===== src/rtl/div_pkg.sv =====
// div_pkg: shared types and constants for the sequential divider.
//   div_state_e : controller FSM states (IDLE, PREP, ITER, FIX)
//   DIV_DATA_W  : default operand width
package div_pkg;

   localparam int DIV_DATA_W = 32;

   typedef enum logic [1:0] {
      IDLE = 2'd0,
      PREP = 2'd1,
      ITER = 2'd2,
      FIX  = 2'd3
   } div_state_e;

endpackage


===== src/rtl/div_step.sv =====
// div_step: one combinational restoring-division iteration.
//   acc_i  [2*DATA_W:0] : accumulator {upper (DATA_W+1 bits), quotient/dividend (DATA_W bits)}
//   dvsr_i [DATA_W-1:0] : divisor magnitude
//   acc_o  [2*DATA_W:0] : accumulator after shift / trial subtract / restore, new quotient bit in [0]
module div_step
   import div_pkg::*;
#(
   parameter int DATA_W = DIV_DATA_W
) (
   input  logic [2*DATA_W:0]  acc_i,
   input  logic [DATA_W-1:0]  dvsr_i,
   output logic [2*DATA_W:0]  acc_o
);

   logic [2*DATA_W:0] sh;
   logic [DATA_W:0]   diff;
   // The upper part always stays below the divisor, so the MSB is zero on
   // entry and is dropped by the shift.
   logic              unused_msb;

   assign unused_msb = acc_i[2*DATA_W];
   assign sh         = {acc_i[2*DATA_W-1:0], 1'b0};
   assign diff       = sh[2*DATA_W:DATA_W] - {1'b0, dvsr_i};

   // Negative trial difference: keep the shifted value (restore), q bit = 0.
   always_comb begin
      acc_o = sh;
      if (!diff[DATA_W]) begin
         acc_o[2*DATA_W:DATA_W] = diff;
         acc_o[0]               = 1'b1;
      end
   end

endmodule


===== src/rtl/div_seq_ctrl.sv =====
// div_seq_ctrl: multi-cycle restoring divider sequencer (one iteration per clock).
//   clock, clear_n           : rising-edge clock, synchronous active-low reset
//   start                    : request, accepted only in IDLE
//   a_dividend, b_divisor    : operands, captured on the accept edge
//   busy                     : high from accept edge until the edge raising done
//   done                     : one-cycle completion pulse
//   dbz                      : divide-by-zero flag, held until next accept
//   c_quotient_and_remainder : {remainder, quotient}, held until next completion
// Build option: define DIV_SIGNED_EN for two's-complement operands; default is unsigned.
module div_seq_ctrl
   import div_pkg::*;
#(
   parameter int DATA_W = DIV_DATA_W
) (
   input  logic                  clock,
   input  logic                  clear_n,
   input  logic                  start,
   input  logic [DATA_W-1:0]     a_dividend,
   input  logic [DATA_W-1:0]     b_divisor,
   output logic                  busy,
   output logic                  done,
   output logic                  dbz,
   output logic [2*DATA_W-1:0]   c_quotient_and_remainder
);

   localparam int CNT_W = $clog2(DATA_W + 1);
   localparam int ACC_W = 2*DATA_W + 1;

   div_state_e          state_q, state_d;
   logic                busy_q, busy_d;
   logic                done_q, done_d;
   logic                dbz_q, dbz_d;
   logic [2*DATA_W-1:0] res_q, res_d;
   logic [DATA_W-1:0]   a_q, a_d;
   logic [DATA_W-1:0]   b_q, b_d;
   logic [ACC_W-1:0]    acc_q, acc_d;
   logic [CNT_W-1:0]    cnt_q, cnt_d;

   logic [ACC_W-1:0]    acc_step;
   logic [DATA_W-1:0]   a_mag, b_mag;
   logic [DATA_W-1:0]   q_fix, r_fix;

`ifdef DIV_SIGNED_EN
   // Raw operands are kept so their signs are still known in FIX.
   assign a_mag = a_q[DATA_W-1] ? -a_q : a_q;
   assign b_mag = b_q[DATA_W-1] ? -b_q : b_q;
   // Quotient truncates toward zero; remainder follows the dividend sign.
   // Most-negative / -1 falls out naturally: magnitude 2^(W-1) / 1, no negate.
   assign q_fix = (a_q[DATA_W-1] ^ b_q[DATA_W-1]) ? -acc_q[DATA_W-1:0]
                                                  :  acc_q[DATA_W-1:0];
   assign r_fix = a_q[DATA_W-1] ? -acc_q[2*DATA_W-1:DATA_W]
                                :  acc_q[2*DATA_W-1:DATA_W];
`else
   assign a_mag = a_q;
   assign b_mag = b_q;
   assign q_fix = acc_q[DATA_W-1:0];
   assign r_fix = acc_q[2*DATA_W-1:DATA_W];
`endif

   div_step #(
      .DATA_W (DATA_W)
   ) u_step (
      .acc_i  (acc_q),
      .dvsr_i (b_mag),
      .acc_o  (acc_step)
   );

   always_comb begin
      state_d = state_q;
      busy_d  = busy_q;
      done_d  = 1'b0;
      dbz_d   = dbz_q;
      res_d   = res_q;
      a_d     = a_q;
      b_d     = b_q;
      acc_d   = acc_q;
      cnt_d   = cnt_q;

      case (state_q)
         IDLE: begin
            if (start) begin
               a_d     = a_dividend;
               b_d     = b_divisor;
               busy_d  = 1'b1;
               dbz_d   = 1'b0;
               state_d = PREP;
            end
         end
         PREP: begin
            if (b_q == '0) begin
               dbz_d   = 1'b1;
               state_d = FIX;
            end else begin
               acc_d   = {(DATA_W+1)'(0), a_mag};
               cnt_d   = '0;
               state_d = ITER;
            end
         end
         ITER: begin
            acc_d = acc_step;
            cnt_d = cnt_q + CNT_W'(1);
            if (cnt_q == CNT_W'(DATA_W - 1))
               state_d = FIX;
         end
         FIX: begin
            // Divide by zero: remainder = dividend, quotient = all ones.
            if (dbz_q)
               res_d = {a_q, {DATA_W{1'b1}}};
            else
               res_d = {r_fix, q_fix};
            done_d  = 1'b1;
            busy_d  = 1'b0;
            state_d = IDLE;
         end
         default: state_d = IDLE;
      endcase
   end

   always_ff @(posedge clock) begin
      if (!clear_n) begin
         state_q <= IDLE;
         busy_q  <= 1'b0;
         done_q  <= 1'b0;
         dbz_q   <= 1'b0;
         res_q   <= '0;
         a_q     <= '0;
         b_q     <= '0;
         acc_q   <= '0;
         cnt_q   <= '0;
      end else begin
         state_q <= state_d;
         busy_q  <= busy_d;
         done_q  <= done_d;
         dbz_q   <= dbz_d;
         res_q   <= res_d;
         a_q     <= a_d;
         b_q     <= b_d;
         acc_q   <= acc_d;
         cnt_q   <= cnt_d;
      end
   end

   assign busy                     = busy_q;
   assign done                     = done_q;
   assign dbz                      = dbz_q;
   assign c_quotient_and_remainder = res_q;

endmodule


===== config.mk =====
export PLATFORM = sky130hd
export DESIGN_NAME = div_seq_ctrl
export DESIGN_NICKNAME = d
export VERILOG_FILES = /design/src/rtl/div_pkg.sv /design/src/rtl/div_step.sv /design/src/rtl/div_seq_ctrl.sv
export SDC_FILE = /design/constraint.sdc
export NUM_CORES = 1
export LEC_CHECK = 0
export CAP_MARGIN = 10
export CORE_MARGIN = 4
export CORE_UTILIZATION = 41
export CTS_BUF_LIST = sky130_fd_sc_hd__clkbuf_4 sky130_fd_sc_hd__clkbuf_8
export CTS_CLUSTER_SIZE = 16
export DETAILED_ROUTE_END_ITERATION = 8
export PLACE_DENSITY_LB_ADDON = 0.25
export RECOVER_POWER = 25
export REMOVE_ABC_BUFFERS = 1
export SLEW_MARGIN = 20
export SYNTH_ARGS = -nofsm -noshare
export SYNTH_HDL_FRONTEND = slang
export SYNTH_SLANG_ARGS = --single-unit
export TNS_END_PERCENT = 100

===== constraint.sdc =====
create_clock -name clock -period 8.6 [get_ports clock]
set_input_delay 0.86 -clock clock [delete_from_list [all_inputs] [get_ports clock]]
set_output_delay 0.86 -clock clock [all_outputs]
set_load 0.02 [all_outputs]

==> results.sh <==
export IMPL_num_vias=8314
export IMPL_syn_inst=1117
export IMPL_finalHoldViolations=0
export IMPL_fp_dieArea_um2=27200
export IMPL_ys_ff_latch=203
export IMPL_antenna_cells=0
export IMPL_first_pass_iters=5
export IMPL_worst_pin_slew_ns=3.63
export IMPL_grt_pass1_wl_mm=41.8
export IMPL_slew_headroom=-1.42
export IMPL_required_ns=9.00
export IMPL_p_leak_nw=5.20
export IMPL_drtIter0Drc=514
export IMPL_cts_buffers_inserted=35
export IMPL_grt_pass1_vias=7913
export IMPL_cts_sinks=203
export IMPL_rsz0062_at_grt="no"
export IMPL_finalNetCount=1319
export IMPL_critPathCaptureType="flip-flop"
export IMPL_h_tree_depth=2
export IMPL_layout_drive_gt1_share=0.0938
export IMPL_path_class="flip-flop to flip-flop"
export IMPL_synth_enable_flop_cells=0
export IMPL_hold_ws_ns=0.476
export IMPL_grt_use_total=0.188
export IMPL_setup_viol=0
export IMPL_initial_core_util=0.416
export IMPL_vias_per_cell=5.33
export IMPL_wl_per_cell_um=16.7
export IMPL_route_detailed_drc=0
export IMPL_clock_latency_ns=0.53
export IMPL_violations="capacitance limit, slew limit"
export IMPL_finalNonFillerCells=1561
export IMPL_skew_ns=0.0156
export IMPL_outcome="finished, violations left"
export IMPL_place_ws_ns=5.39
export IMPL_crit_fanout=75
export IMPL_placed_cells=1501
export IMPL_postCtsResizedCells=0
export IMPL_period_minus_slack_ns=4.31
export IMPL_globalRouteOverflowTotal=0
export IMPL_report_final_slew_viol_count=217
export IMPL_fmax_mhz=232
export IMPL_grt_antenna_before_repair=0
export IMPL_hold_path_class="flip-flop to flip-flop"
export IMPL_synth_seq_area_share=0.403
export IMPL_port_buffers=133
export IMPL_final_antenna_net_count=0
export IMPL_core_area_um2=24200
export IMPL_synth_warnings=0
export IMPL_synth_avg_cell_area_um2=9.04
export IMPL_cts_tree="yes"
export IMPL_ir_worst_vdd_uv=108
export IMPL_clk_pin_slew_ns=0.06
export IMPL_dieHeight_um=165
export IMPL_maxCapViolCount=3
export IMPL_postCtsSetupRepairBufs=0
export IMPL_ys_flop_type="dfxtp_1"
export IMPL_tns_ns=0
export IMPL_ctsHoldBuffers=0
export IMPL_routed_wl_mm=26.0
export IMPL_globalplace_congestion=0.855
export IMPL_cp_start_kind="flip-flop"
export IMPL_fin_crit_sh=0.501
export IMPL_synthArstFlopShare=0
export IMPL_synthesis_area_um2=10100
export IMPL_die_width_um=165
export IMPL_clockRootBuffer="clkbuf_8"
export IMPL_syn2layout_area_growth_pct=21.6
export IMPL_power_density_nw_per_um2=294
export IMPL_worstPathArrival_ns=4.71
export IMPL_io_pins=134
export IMPL_grt_max_degree=99
export IMPL_row_count=57
export IMPL_hpwlAfterDp_mm=18.4
export IMPL_cts_max_path_buffers=3
export IMPL_fin_ws_ns=4.29
export IMPL_ys_types=55
==> flip-flops by register name (all words and copies together) (netlist names) <==
signal,count
c_quotient_and_remainder,64
a_mag,32
b_mag,32
acc_q,64
state_q,2
busy,1
cnt_q,6
dbz,1
done,1
==> cells by family after synthesis <==
group,Yosys count,synth area share
and+or+nand+nor,339,0.151
adders and majority gates,38,0.0478
muxes,66,0.0658
buffers and inverters,131,0.0521
DFF,203,0.403
AOI/OAI and AO/OA,305,0.250
xor gates and xnor gates,35,0.0304
==> synth_stat cells, types with 3 or more instances <==
library cell | count | area (um2)
a211oi_1 | 4 | 30.0
a21boi_0 | 66 | 495
a21o_1 | 12 | 90.1
a21oi_1 | 40 | 200
a221o_1 | 31 | 310
a31oi_1 | 3 | 18.8
and2_1 | 39 | 244
and3_1 | 6 | 37.5
buf_1 | 10 | 37.5
buf_2 | 3 | 15.0
buf_6 | 4 | 45.0
clkbuf_1 | 66 | 248
dfxtp_1 | 203 | 4060
ha_1 | 37 | 463
inv_1 | 48 | 180
mux2i_1 | 65 | 651
nand2_1 | 220 | 826
nand2b_1 | 7 | 43.8
nand3_1 | 13 | 65.1
nand4_1 | 10 | 62.6
nor2_1 | 20 | 75.1
nor2b_1 | 5 | 31.3
nor3_1 | 3 | 15.0
nor4_1 | 8 | 50.1
o211a_1 | 64 | 641
o211ai_1 | 8 | 60.1
o21a_1 | 4 | 30.0
o21ai_0 | 21 | 105
o21bai_1 | 3 | 22.5
o221a_2 | 32 | 360
xnor2_1 | 17 | 149
xor2_1 | 18 | 158
==> layer usage <==
layer / vias to the layer above / part of all wire / GRT usage
li1: 4183 / - / -
met1: 3900 / 0.49 / 0.271
met2: 205 / 0.45 / 0.297
met3: 26 / 0.052 / 0.0334
met4: 0 / 0.013 / 0.0397
met5: - / 0 / 0
==> through the flow <==
step | util | area (um2) | power, W
floorplan | - | 9750 | 0.00228
global placement | 0.478 | 11600 | 0.00272
detailed placement | 0.478 | 11600 | 0.00274
CTS | 0.507 | 12300 | 0.00363
global route | 0.506 | 12300 | 0.00387
finish | 0.506 | 12300 | 0.00361
==> critical path, stage by stage (launching register included) <==
cell	delay [ns]
dfxtp_1	0.40
ha_1	0.83
clkbuf_1	2.44
nand2_1	0.25
o211a_1	0.24
==> layout by cell type, fill, tap and decap left out, types with 15 or more instances in the layout <==
cell type / netlist / routed
o21ai_0: 21 / 21
clkdlybuf4s50_1: 0 / 132
o221a_2: 32 / 32
nand2_1: 220 / 219
inv_1: 48 / 48
ha_1: 37 / 36
clkbuf_4: 0 / 15
nor2_1: 20 / 20
and2_1: 39 / 37
mux2i_1: 65 / 64
xor2_1: 18 / 18
o211a_1: 64 / 64
xnor2_1: 17 / 17
a21oi_1: 40 / 40
clkbuf_8: 0 / 42
a21boi_0: 66 / 66
dfxtp_1: 203 / 202
a221o_1: 31 / 31
==> final timing paths <==
path / from / end / slack [ns] / depth (start not counted)
max reg2reg: state_q[1] / c_quotient_and_remainder[40] / 4.29 / 4
min reg2reg: c_quotient_and_remainder[47] / c_quotient_and_remainder[47] / 0.48 / 1
max: state_q[1] / c_quotient_and_remainder[40] / 4.29 / 4
min: c_quotient_and_remainder[47] / c_quotient_and_remainder[47] / 0.48 / 1
==> power breakdown <==
| part | switching (W) | internal [W] |
|---|---|---|
| registers | 0.000163 | 0.00114 |
| clock network | 0.000380 | 0.000506 |
| logic | 0.000806 | 0.000615 |
==> area by class of cell <==
type                            instances  area, um2
Fill cell                            2315      12000
Clock buffer                           57        691
Multi-Input combinational cell        783       5520
Tap cell                              324        405
Clock inverter                          3       21.3
Sequential cell                       203       4070
Timing Repair Buffer                  143       1390
Inverter                               48        180
Power figures use the tool's default switching activity.
